===== config.mk =====
export PLATFORM = sky130hd
export DESIGN_NAME = btn_conditioner_flat
export DESIGN_NICKNAME = d
export VERILOG_FILES = /design/src/rtl/btn_pkg.sv /design/src/rtl/btn_conditioner_if.sv /design/src/rtl/debounce_ch.sv /design/src/rtl/btn_conditioner.sv /design/src/flat_wrapper.sv
export SDC_FILE = /design/constraint.sdc
export NUM_CORES = 1
export LEC_CHECK = 0
export BUFFER_PORTS_ARGS = -buffer_cell sky130_fd_sc_hd__buf_2
export CAP_MARGIN = 5
export CORE_MARGIN = 3
export CORE_UTILIZATION = 50
export CTS_CLUSTER_SIZE = 12
export DETAILED_ROUTE_END_ITERATION = 10
export PLACE_DENSITY_LB_ADDON = 0.08
export REMOVE_ABC_BUFFERS = 1
export SYNTH_ARGS = -nofsm -noshare
export SYNTH_HDL_FRONTEND = slang
export SYNTH_HIERARCHICAL = 1
export SYNTH_SLANG_ARGS = --single-unit

===== constraint.sdc =====
create_clock -name clk -period 6.4 [get_ports clk]
set_input_delay 0.32 -clock clk [delete_from_list [all_inputs] [get_ports clk]]
set_output_delay 0.32 -clock clk [all_outputs]
set_load 0.01 [all_outputs]

===== src/rtl/btn_pkg.sv =====
// Shared constants for the pushbutton conditioner: channel
// index map and default debounce / auto-repeat timing.
package btn_pkg;

  localparam int N_BTN_DEF = 4;

  localparam int BTN_START = 0;
  localparam int BTN_PAUSE = 1;
  localparam int BTN_LEFT  = 2;
  localparam int BTN_RIGHT = 3;

  localparam int DEBOUNCE_DEF     = 1_000_000;
  localparam int REPEAT_DELAY_DEF = 40_000_000;
  localparam int REPEAT_RATE_DEF  = 10_000_000;

  localparam logic [N_BTN_DEF-1:0] REPEAT_MASK_DEF =
    (N_BTN_DEF'(1) << BTN_LEFT) |
    (N_BTN_DEF'(1) << BTN_RIGHT);

endpackage


===== src/rtl/btn_conditioner_if.sv =====
// Button bundle between the pins side and the conditioner:
// raw pins in, debounced level and press/release pulses out.
interface btn_conditioner_if #(
  parameter int N_BTN = btn_pkg::N_BTN_DEF
);

  logic [N_BTN-1:0] btn_raw;
  logic [N_BTN-1:0] btn_level;
  logic [N_BTN-1:0] btn_press;
  logic [N_BTN-1:0] btn_release;

  modport master (
    output btn_raw,
    input  btn_level,
    input  btn_press,
    input  btn_release
  );

  modport slave (
    input  btn_raw,
    output btn_level,
    output btn_press,
    output btn_release
  );

endinterface


===== src/rtl/debounce_ch.sv =====
// One button channel: 2-FF sync, counter debounce, edge pulses.
// Optional auto-repeat on held press under AUTOREPEAT_EN.
module debounce_ch
  import btn_pkg::*;
#(
  parameter int DEBOUNCE_CYCLES = DEBOUNCE_DEF,
  parameter int REPEAT_DELAY    = REPEAT_DELAY_DEF,
  parameter int REPEAT_RATE     = REPEAT_RATE_DEF,
  parameter bit REPEAT_EN       = 1'b0
) (
  input  logic clk,
  input  logic rst,
  input  logic raw,
  output logic level,
  output logic press,
  output logic rel
);

  localparam int CW = $clog2(DEBOUNCE_CYCLES);

  logic          s1;
  logic          s2;
  logic [CW-1:0] cnt;
  logic          accept;
  logic          rep;

  assign accept = (s2 != level) &&
                  (cnt == CW'(DEBOUNCE_CYCLES - 1));

  always_ff @(posedge clk or negedge rst) begin
    if (!rst) begin
      s1    <= 1'b0;
      s2    <= 1'b0;
      cnt   <= '0;
      level <= 1'b0;
      press <= 1'b0;
      rel   <= 1'b0;
    end else begin
      s1    <= raw;
      s2    <= s1;
      press <= (accept && s2) || rep;
      rel   <= accept && !s2;
      if (s2 == level) begin
        cnt <= '0;
      end else if (accept) begin
        level <= s2;
        cnt   <= '0;
      end else begin
        cnt <= cnt + CW'(1);
      end
    end
  end

`ifdef AUTOREPEAT_EN
  if (REPEAT_EN) begin : g_rep
    localparam int RW = $clog2(REPEAT_DELAY);

    logic [RW-1:0] rc;

    // accept while level is high is a release: suppress the repeat
    assign rep = level && !accept &&
                 (rc == RW'(REPEAT_DELAY - 1));

    always_ff @(posedge clk or negedge rst) begin
      if (!rst) begin
        rc <= '0;
      end else if (!level || accept) begin
        rc <= '0;
      end else if (rep) begin
        rc <= RW'(REPEAT_DELAY - REPEAT_RATE);
      end else begin
        rc <= rc + RW'(1);
      end
    end
  end else begin : g_norep
    assign rep = 1'b0;
  end
`else
  assign rep = 1'b0;
`endif

endmodule


===== src/rtl/btn_conditioner.sv =====
// Conditions raw pushbuttons into clean levels and edge pulses.
// Define AUTOREPEAT_EN to enable auto-repeat on REPEAT_MASK channels.
module btn_conditioner
  import btn_pkg::*;
#(
  parameter int               N_BTN           = N_BTN_DEF,
  parameter int               DEBOUNCE_CYCLES = DEBOUNCE_DEF,
  parameter int               REPEAT_DELAY    = REPEAT_DELAY_DEF,
  parameter int               REPEAT_RATE     = REPEAT_RATE_DEF,
  parameter logic [N_BTN-1:0] REPEAT_MASK     = REPEAT_MASK_DEF
) (
  input logic         clk,
  input logic         rst,
  btn_conditioner_if.slave bus
);

  for (genvar i = 0; i < N_BTN; i++) begin : g_ch
    debounce_ch #(
      .DEBOUNCE_CYCLES (DEBOUNCE_CYCLES),
      .REPEAT_DELAY    (REPEAT_DELAY),
      .REPEAT_RATE     (REPEAT_RATE),
      .REPEAT_EN       (REPEAT_MASK[i])
    ) u_ch (
      .clk   (clk),
      .rst   (rst),
      .raw   (bus.btn_raw[i]),
      .level (bus.btn_level[i]),
      .press (bus.btn_press[i]),
      .rel   (bus.btn_release[i])
    );
  end

endmodule

===== src/flat_wrapper.sv =====
// flat-port wrapper written by rule: the top's interface ports become plain ports
module btn_conditioner_flat import btn_pkg::*;
#(
  parameter int               N_BTN           = N_BTN_DEF,
  parameter int               DEBOUNCE_CYCLES = DEBOUNCE_DEF,
  parameter int               REPEAT_DELAY    = REPEAT_DELAY_DEF,
  parameter int               REPEAT_RATE     = REPEAT_RATE_DEF,
  parameter logic [N_BTN-1:0] REPEAT_MASK     = REPEAT_MASK_DEF
)
  (clk, rst, bus_btn_raw, bus_btn_level, bus_btn_press, bus_btn_release);
  btn_conditioner_if #(.N_BTN(N_BTN)) bus_i ();
  input logic clk;
  input logic rst;
  input wire logic [$bits(bus_i.btn_raw)-1:0] bus_btn_raw;
  output wire logic [$bits(bus_i.btn_level)-1:0] bus_btn_level;
  output wire logic [$bits(bus_i.btn_press)-1:0] bus_btn_press;
  output wire logic [$bits(bus_i.btn_release)-1:0] bus_btn_release;
  assign bus_i.btn_raw = bus_btn_raw;
  assign bus_btn_level = bus_i.btn_level;
  assign bus_btn_press = bus_i.btn_press;
  assign bus_btn_release = bus_i.btn_release;
  btn_conditioner #(.N_BTN(N_BTN), .DEBOUNCE_CYCLES(DEBOUNCE_CYCLES), .REPEAT_DELAY(REPEAT_DELAY), .REPEAT_RATE(REPEAT_RATE), .REPEAT_MASK(REPEAT_MASK)) u_core (.clk(clk), .rst(rst), .bus(bus_i));
endmodule

# Yosys cells after proc, flatten, opt, wreduce, memory -nomap -nowiden
# Cells that the tools add are included.
# totals
ff_bits	100
word_cells	72
# classes
n_addsub	4
n_eq_ne	12
muxes	8
n_bitwise	4
reduce_logical	20
# ops
cell	n
$mux 20	8
$add 20x1->20 const B	4
$eq 20x20->1 const B	4
$logic_and 1x1->1	12
$reduce_and 2->1	4
$eq 1x1->1	4
$logic_not 1->1	4
$ne 1x1->1	4
$not 1->1	4

# Depth between registers and ports, before layout
# Gate-level depths: netlist of the first run.
# depth
depth_word	4
ltp_mapped	6
depth_no_buf	5

# Modules after synthesis
# The synthesis of the first run kept the hierarchy.
# modules_own_cells
module	instances	cells_per_inst	area_each_um2	seq_area_each_um2
debounce_ch	4	116	1167.4	625.6

# Worst setup path after synthesis of the first run
# Ideal clock, no wire load.
# synth_path
kind	register -> register
startpoint	register u_core.g_ch[0].u_ch.cnt[0]
endpoint	register u_core.g_ch[0].u_ch.level
setup_ps	125
t_arrival_ps	1887
path_slack_ps	4388
stages_incl_launch_ff	6
cell_sequence	dfrtp_1 ha_1 nand2_1 or4_4 or3b_4 mux2_4
# synth_via
elab_chain_len	3
# synth_rtl
item	line_no	rtl
start: declaration	debounce_ch.sv:23	logic [CW-1:0] cnt;
start signal: assignment	debounce_ch.sv:49	cnt <= cnt + CW'(1);
$eq 20x20->1	debounce_ch.sv:28	(cnt == CW'(DEBOUNCE_CYCLES - 1));
$logic_and 1x1->1	debounce_ch.sv:27	assign accept = (s2 != level) &&
$reduce_and 2->1 (no line)	-	
end signal: assignment	debounce_ch.sv:35	level <= 1'b0;
end signal: assignment	debounce_ch.sv:46	level <= s2;
end: declaration	debounce_ch.sv:14	output logic level,
# No other way between the ends.
# A chain may end at the register's enable or synchronous reset.

# Final worst setup path of the first run
# layout_path
startpoint	register u_core.g_ch[1].u_ch.cnt[0]
endpoint	register u_core.g_ch[1].u_ch.cnt[16]
# layout_via
elab_chain_len	4
elab_cells_between_ends	5
classes_between	add/sub: 1; eq/ne: 1; mux: 2; reduce/logical: 1
# layout_rtl
item	line_no	rtl
start: declaration	debounce_ch.sv:23	
start signal: assignment	debounce_ch.sv:49	
branches (longest 2 deep; another with $add 20x1->20)	-	
$mux 20 (*)	debounce_ch.sv:45	end else if (accept) begin
$mux 20 (*)	debounce_ch.sv:43	if (s2 == level) begin
# Every way passes the cells marked *.

==> out/qor.log, run 1 <==
qor: grt.grt_start_max_net_pins 52
qor: logic_synthesis.ys_dominant_reg_cell dfrtp_1
qor: cells_and_area.antenna_cells_inserted 0
qor: cells_and_area.area_of_combinational_cells_with_multiple_inputs 2020 µm²
qor: min_path.worst_hold_path_type primary input to flip-flop
qor: detailed_routing.routed-via-count 3,277
qor: floorplan.dieHeight 103 µm
qor: critical_path.crit_buf_inv 1
qor: sta.fin_setup_tns 0 ns
qor: sta.timing.final.crit_period 2.31 ns
qor: critical_path.worstSetupPathType flip-flop to flip-flop
qor: cells_and_area.nets 492
qor: sta.grt_setup_unrepaired no
qor: floorplan.placement_rows 34
qor: sta.layout_worst_path_cycle_share 0.361
qor: detailed_routing.antenna_violating_nets_post_route 0
qor: floorplan.initial_utilization 0.525
qor: outcome.run_status completed
qor: grt.number_of_antenna_violations_at_the_first_check_in_global_routing 0
qor: floorplan.boundaryPins 18
qor: job.timing.max_cap.violations 0
qor: detailed_routing.drt_wl_total 8340 µm
qor: cells_and_area.num-fill-cells 805
qor: grt.globalRouteTotalUtil 0.175
qor: cells_and_area.drive_above_1_share 0.119
qor: cells_and_area.area_taken_by_flip_flops_and_latches 2500 µm²
qor: critical_path.path_max_fanout 12
qor: critical_path.reg2reg_slack 4.09 ns
qor: grt.gr-total-overflow 0
qor: critical_path.setup.worst_path.start_class flip-flop
qor: cts.cts_root_buffer clkbuf_8
qor: cts.clock_sinks 100
qor: placement.detailedPlacementHpwl 5640 µm
qor: sta.finalSetupViolations 0
qor: critical_path.critical-path-max-stage-delay 0.52 ns
qor: cts.clkTransAtPathRegs 0.09 ns
qor: logic_synthesis.netlist_area 4670 µm²
qor: critical_path.cp_max_stage_cell or4_4
qor: detailed_routing.first_pass_detailed_route_iteration_total 4
qor: critical_path.cp_top_family simple AND/OR/NAND/NOR gates
qor: logic_synthesis.synth-warning-count 6
qor: logic_synthesis.postSynth.asyncResetShare 1.00
qor: detailed_routing.drc_errors 0
qor: critical_path.ordered_cell_list_for_the_critical_path ha_1 > nand2_1 > or4_4 > o21ai_1 > buf_4 > a21oi_1
qor: critical_path.worstPathRequired 6.65 ns
qor: cts.clock_latency 0.36 ns
qor: floorplan.core-area 8890 µm²
qor: cells_and_area.post-route-util 0.568
qor: cells_and_area.synthToLayoutAreaGrowth 8.23%
qor: placement.port_buffers 17
qor: power.max-vdd-ir-drop 151 µV
qor: cells_and_area.layout.cells.most_common_list dfrtp_1, nor2_1, nand3_1, a21oi_1, xor2_1
qor: power.total_power 1.08 mW
qor: cells_and_area.layout.cells.most_common dfrtp_1
qor: logic_synthesis.synth_cell_type_count 29
qor: cts.ctsHtreeMaxLevel 3
qor: sta.max_freq 433 MHz
qor: sta.tightestPinTransition 0.618 ns
qor: logic_synthesis.postSynthCellCount 464
qor: detailed_routing.routed_wire_length_per_instance 14.0 µm
qor: grt.first_pass_grt_wire_length 14,600 µm
qor: logic_synthesis.yosys_reg_bits 100
qor: power.static-leakage-power 2.15 nW
qor: sta.normalized_max_slew_margin 0.585
qor: floorplan.dieArea 10,500 µm²
qor: cts.cts_buffers 9
qor: floorplan.floorplan.die.width 103 µm
qor: logic_synthesis.synth.yosys.seq_area_share 0.536
qor: sta.timing_hold_violations_final 0
qor: detailed_routing.drt-vias-per-instance 5.52
qor: logic_synthesis.synthesis.area_per_instance 10.1 µm²
qor: critical_path.cp_data_arrival_time 2.56 ns
qor: placement.place.gp.congestion 0.755
qor: critical_path.end_kind flip-flop
qor: grt.number_of_global_route_vias_before_repair 3,120
qor: cts.cts_tree built
qor: cts.post_cts_buffers 0
qor: power.powerDensity 213 nW/µm²
qor: sta.drv_slew 0
qor: detailed_routing.detailedRoute.firstIterationViolations 124
qor: cts.cts.path.max_buffers 2
qor: logic_synthesis.synth-edff-count 0
qor: sta.finClkSkew 0.00958 ns
-- registers in the layout, summed over array words and instances (netlist names) --
signal and cells:
u_core/g_ch.u_ch/rel 4, u_core/g_ch.u_ch/level 4, u_core/g_ch.u_ch/press 4, u_core/g_ch.u_ch/s1 4, u_core/g_ch.u_ch/s2 4, u_core/g_ch.u_ch/cnt 80
-- area by class of cell --
type,count,area share
Clock buffer,13,0.0295
Clock inverter,2,0.00693
Inverter,20,0.0149
Multi-Input combinational cell,328,0.400
Sequential cell,100,0.495
Tap cell,108,0.0267
Timing Repair Buffer,23,0.0267
-- where the power goes --
| part | internal, mW | switching [mW] |
|---|---|---|
| combinational | 0.0112 | 0.0271 |
| sequential | 0.640 | 0.00957 |
| clock | 0.189 | 0.200 |
| total | 0.841 | 0.237 |
-- path summary, 6_finish.rpt --
kind,startpoint,endpoint,cells past startpoint
hold / removal,bus_btn_raw[3],u_core/g_ch[3].u_ch/s1,1
min in group asynchronous,rst,u_core/g_ch[3].u_ch/s2,2
setup / recovery,u_core/g_ch[1].u_ch/cnt[0],u_core/g_ch[1].u_ch/cnt[16],6
setup reg to reg,u_core/g_ch[1].u_ch/cnt[0],u_core/g_ch[1].u_ch/cnt[16],6
max in group asynchronous,rst,u_core/g_ch[0].u_ch/cnt[13],3
hold reg to reg,u_core/g_ch[0].u_ch/s1,u_core/g_ch[0].u_ch/s2,0
-- cell families (layout without fill, tap and decap cells) --
family | after synthesis | after routing | synth area share
AOI/OAI and AO/OA | 68 | 68 | 0.0793
xor gates and xnor gates | 44 | 44 | 0.0825
adders and majority gates | 4 | 4 | 0.0107
buffers and inverters | 36 | 58 | 0.0311
DFF | 100 | 100 | 0.536
muxes | 4 | 4 | 0.0129
and+or+nand+nor | 208 | 208 | 0.248
-- per-stage QoR --
step | instance area (µm²) | cells | hold slack (ns) | setup slack (ns)
2_1_floorplan | 4600 | 448 | 0.0244 | 3.83
3_3_place_gp | 4860 | 578 | 0.334 | 4.11
3_5_place_dp | 4860 | 578 | 0.339 | 4.11
4_1_cts | 5050 | 594 | 0.0369 | 4.06
5_1_grt | 5050 | 594 | 0.0242 | 3.89
6_report | 5050 | 594 | 0.0561 | 4.09
-- cell usage after synthesis, drive strengths merged (8+ instances only) --
| cell type | count | area share |
|---|---|---|
| a21oi | 32 | 0.034 |
| o31ai | 12 | 0.019 |
| nand3 | 36 | 0.043 |
| nand4 | 12 | 0.016 |
| dfrtp | 100 | 0.54 |
| or4 | 16 | 0.029 |
| nor2 | 60 | 0.048 |
| buf | 8 | 0.0086 |
| and3 | 12 | 0.017 |
| nand2 | 20 | 0.016 |
| o21ai | 24 | 0.026 |
| or3 | 20 | 0.027 |
| clkbuf | 8 | 0.0064 |
| xnor2 | 16 | 0.030 |
| xor2 | 28 | 0.053 |
| inv | 20 | 0.016 |
-- metal layers --
layer  track usage  share of wire  routed length [µm]
met5             0              0                   0
met4        0.0505          0.015                 122
met3        0.0562          0.035                 295
met2         0.270           0.45                3780
met1         0.237           0.50                4140
-- what timing repair did --
item / in CTS / in global routing
gates resized for setup: 0 / 0
hold buffers: 1 / 0
endpoints found under the hold margin: 43 / 0
No activity file was read; power rests on OpenSTA's default activity.
==> run 2, diff against run 1 <==
==> constraint.sdc (replaced) <==
create_clock -name clk -period 1.9 [get_ports clk]
set_input_delay 0.095 -clock clk [delete_from_list [all_inputs] [get_ports clk]]
set_output_delay 0.095 -clock clk [all_outputs]
set_load 0.01 [all_outputs]
==> out/qor.log, run 2 (synthesis gave the netlist of run 1 again) <==
qor: power.intPower 3.29 mW [was 841 µW]
qor: detailed_routing.drt-vias-per-instance 5.42 [was 5.52]
qor: detailed_routing.routed_wire_length_per_instance 14.1 µm [was 14.0 µm]
qor: floorplan.dieHeight 103 µm [unchanged]
qor: cells_and_area.number_of_flip_flops_under_the_largest_register_name 80 [unchanged]
qor: placement.place.gp.congestion 0.783 [was 0.755]
qor: floorplan.placement_rows 34 [unchanged]
qor: floorplan.dieArea 10,500 µm² [unchanged]
qor: cells_and_area.nets 561 [was 492]
qor: cts.clock_sinks 100 [unchanged]
qor: power.power_frac_clock 0.429 [was 0.362]
qor: power.max-vdd-ir-drop 767 µV [was 151 µV]
qor: cts.cts_buffers 9 [unchanged]
qor: sta.normalized_max_slew_margin 0.691 [was 0.585]
qor: critical_path.critPathLaunch u_core/g_ch[2].u_ch/cnt[13] [was u_core/g_ch[1].u_ch/cnt[0]]
qor: critical_path.ordered_cell_list_for_the_critical_path nand3b_1 > or4_4 > or3b_4 > mux2_4 [was ha_1 > nand2_1 > or4_4 > o21ai_1 > buf_4 > a21oi_1]
qor: power.powerDensity 731 nW/µm² [was 213 nW/µm²]
qor: job.timing.max_cap.violations 0 [unchanged]
qor: detailed_routing.detailedRoute.firstIterationViolations 170 [was 124]
qor: cells_and_area.synthToLayoutAreaGrowth 22.1% [was 8.23%]
qor: detailed_routing.drt_wl_total 9380 µm [was 8340 µm]
qor: floorplan.boundaryPins 18 [unchanged]
qor: sta.layout_worst_path_cycle_share 1.01 [was 0.361]
qor: cts.cts_tree built [unchanged]
qor: cells_and_area.largest_register u_core/g_ch.u_ch/cnt [unchanged]
qor: placement.placed_cell_area 5220 µm² [was 4860 µm²]
qor: detailed_routing.routed-via-count 3,599 [was 3,277]
qor: grt.gr-total-overflow 0 [unchanged]
qor: cells_and_area.antenna_cells_inserted 0 [unchanged]
qor: cells_and_area.drive_above_1_share 0.241 [was 0.119]
qor: grt.globalRouteTotalUtil 0.193 [was 0.175]
qor: power.power.sequential.fraction 0.522 [was 0.603]
qor: sta.finClkSkew 0.0101 ns [was 0.00958 ns]
qor: critical_path.worstSetupPathType flip-flop to flip-flop [unchanged]
qor: cts.cts.path.max_buffers 2 [unchanged]
qor: critical_path.setup.worst_path.start_class flip-flop [unchanged]
qor: detailed_routing.first_pass_detailed_route_iteration_total 4 [unchanged]
qor: cts.cts_root_buffer clkbuf_8 [unchanged]
qor: power.pwr-share-comb 0.049 [was 0.036]
qor: critical_path.path_max_fanout 2 [was 12]
qor: power.swShare 0.211 [was 0.220]
qor: grt.grt_start_max_net_pins 40 [was 52]
qor: critical_path.r2r_cells 4 [was 6]
qor: grt.number_of_antenna_violations_at_the_first_check_in_global_routing 0 [unchanged]
qor: cells_and_area.layout.cells.most_common_list dfrtp_1, buf_4, nor2_1 [was dfrtp_1, nor2_1, nand3_1, a21oi_1, xor2_1]
qor: sta.timing.final.crit_period 1.91 ns [was 2.31 ns]
qor: placement.preCtsSetupSlack -0.0453 ns [was 4.11 ns]
qor: sta.drv_slew 0 [unchanged]
qor: sta.timing_hold_violations_final 0 [unchanged]
qor: critical_path.end_kind flip-flop [unchanged]
qor: cells_and_area.layout.cells.most_common dfrtp_1 [unchanged]
qor: cts.clkTransAtPathRegs 0.10 ns [was 0.09 ns]
qor: grt.first_pass_grt_wire_length 16,100 µm [was 14,600 µm]
qor: power.static-leakage-power 2.52 nW [was 2.15 nW]
qor: cells_and_area.design_area 5700 µm² [was 5050 µm²]
qor: sta.max_freq 523 MHz [was 433 MHz]
qor: detailed_routing.drc_errors 0 [unchanged]
qor: sta.tightestPinTransition 0.464 ns [was 0.618 ns]
qor: cells_and_area.num-fill-cells 724 [was 805]
qor: detailed_routing.antenna_violating_nets_post_route 0 [unchanged]
qor: sta.fin_setup_tns -0.0224 ns [was 0 ns]
qor: grt.number_of_global_route_vias_before_repair 3,506 [was 3,120]
qor: min_path.worst_hold_path_type primary input to async pin [was primary input to flip-flop]
qor: placement.detailedPlacementHpwl 6300 µm [was 5640 µm]
qor: floorplan.initial_utilization 0.525 [unchanged]
qor: cells_and_area.post-route-util 0.641 [was 0.568]
qor: outcome.run_status finished, violations left [was completed]
qor: floorplan.core-area 8890 µm² [unchanged]
qor: floorplan.floorplan.die.width 103 µm [unchanged]
qor: cts.ctsHtreeMaxLevel 3 [unchanged]
qor: critical_path.critical-path-max-stage-delay 0.53 ns [was 0.52 ns]
qor: cts.clock_latency 0.37 ns [was 0.36 ns]
qor: sta.grt_setup_unrepaired yes [was no]
qor: sta.layout_setup_ws -0.0112 ns [was 4.09 ns]
qor: critical_path.cp_max_stage_cell or4_4 [unchanged]
qor: placement.port_buffers 17 [unchanged]
qor: critical_path.worstPathRequired 2.16 ns [was 6.65 ns]
qor: critical_path.critical_path.reg2reg.startpoint u_core/g_ch[2].u_ch/cnt[13] [was u_core/g_ch[1].u_ch/cnt[0]]
qor: outcome.violations setup timing
qor: power.total_switching_power 881 µW [was 237 µW]
qor: critical_path.cp_data_arrival_time 2.17 ns [was 2.56 ns]
qor: sta.finalSetupViolations 3 [was 0]
## run 2: worst max-delay path: cells and delay by family (launching register included)
family           cells  cell delay (ns)
AND/OR/NAND/NOR      3             1.11
multiplexers         1             0.31
flip-flops           1             0.39
## run 2: worst paths after layout
kind / endpoint / slack (ns)
worst max-delay path: u_core/g_ch[2].u_ch/level / -0.01
worst min-delay path: u_core/g_ch[3].u_ch/cnt[13] / 0.23
worst max register to register: u_core/g_ch[2].u_ch/level / -0.01
worst min register to register: u_core/g_ch[0].u_ch/s2 / 0.36
max in group asynchronous: u_core/g_ch[3].u_ch/cnt[14] / 1.08
min in group clk: u_core/g_ch[0].u_ch/s2 / 0.36
## run 2: power groups by stage
stage               combinational, mW  clock, mW  sequential, mW
floorplan                      0.0576          0            2.22
global placement                0.189          0            2.22
detailed placement              0.193          0            2.22
CTS                             0.207       1.84            2.18
global route                    0.233       1.93            2.18
finish                          0.203       1.79            2.18
## run 2: per-stage QoR
step | power [mW] | hold WS (ns) | cells
2_1_floorplan | 2.28 | -0.201 | 448
3_3_place_gp | 2.41 | 0.0831 | 624
3_5_place_dp | 2.41 | 0.0821 | 624
4_1_cts | 4.22 | 0.220 | 648
5_1_grt | 4.34 | 0.251 | 664
6_report | 4.17 | 0.228 | 664
## run 2: per-layer routing
metal  part of all wire  GRT usage
met1               0.45      0.244
met2               0.50      0.327
met3              0.032     0.0467
met4              0.011     0.0605
met5                  0          0
## run 2: cell type report
type	count	area (µm²)	share of cell area
Inverter	20	75.1	0.0132
Timing Repair Buffer	92	676	0.119
Clock inverter	6	134	0.0235
Multi-Input combinational cell	328	2040	0.358
Sequential cell	100	2500	0.439
Clock buffer	10	138	0.0241
Tap cell	108	135	0.0237
## run 2: what timing repair did
item	CTS	global route
hold endpoints to repair	37	0
pin swaps	12	5
buffers inserted	3	16
hold buffers	5	0
setup endpoints to repair	4	15
gates resized for setup	5	2
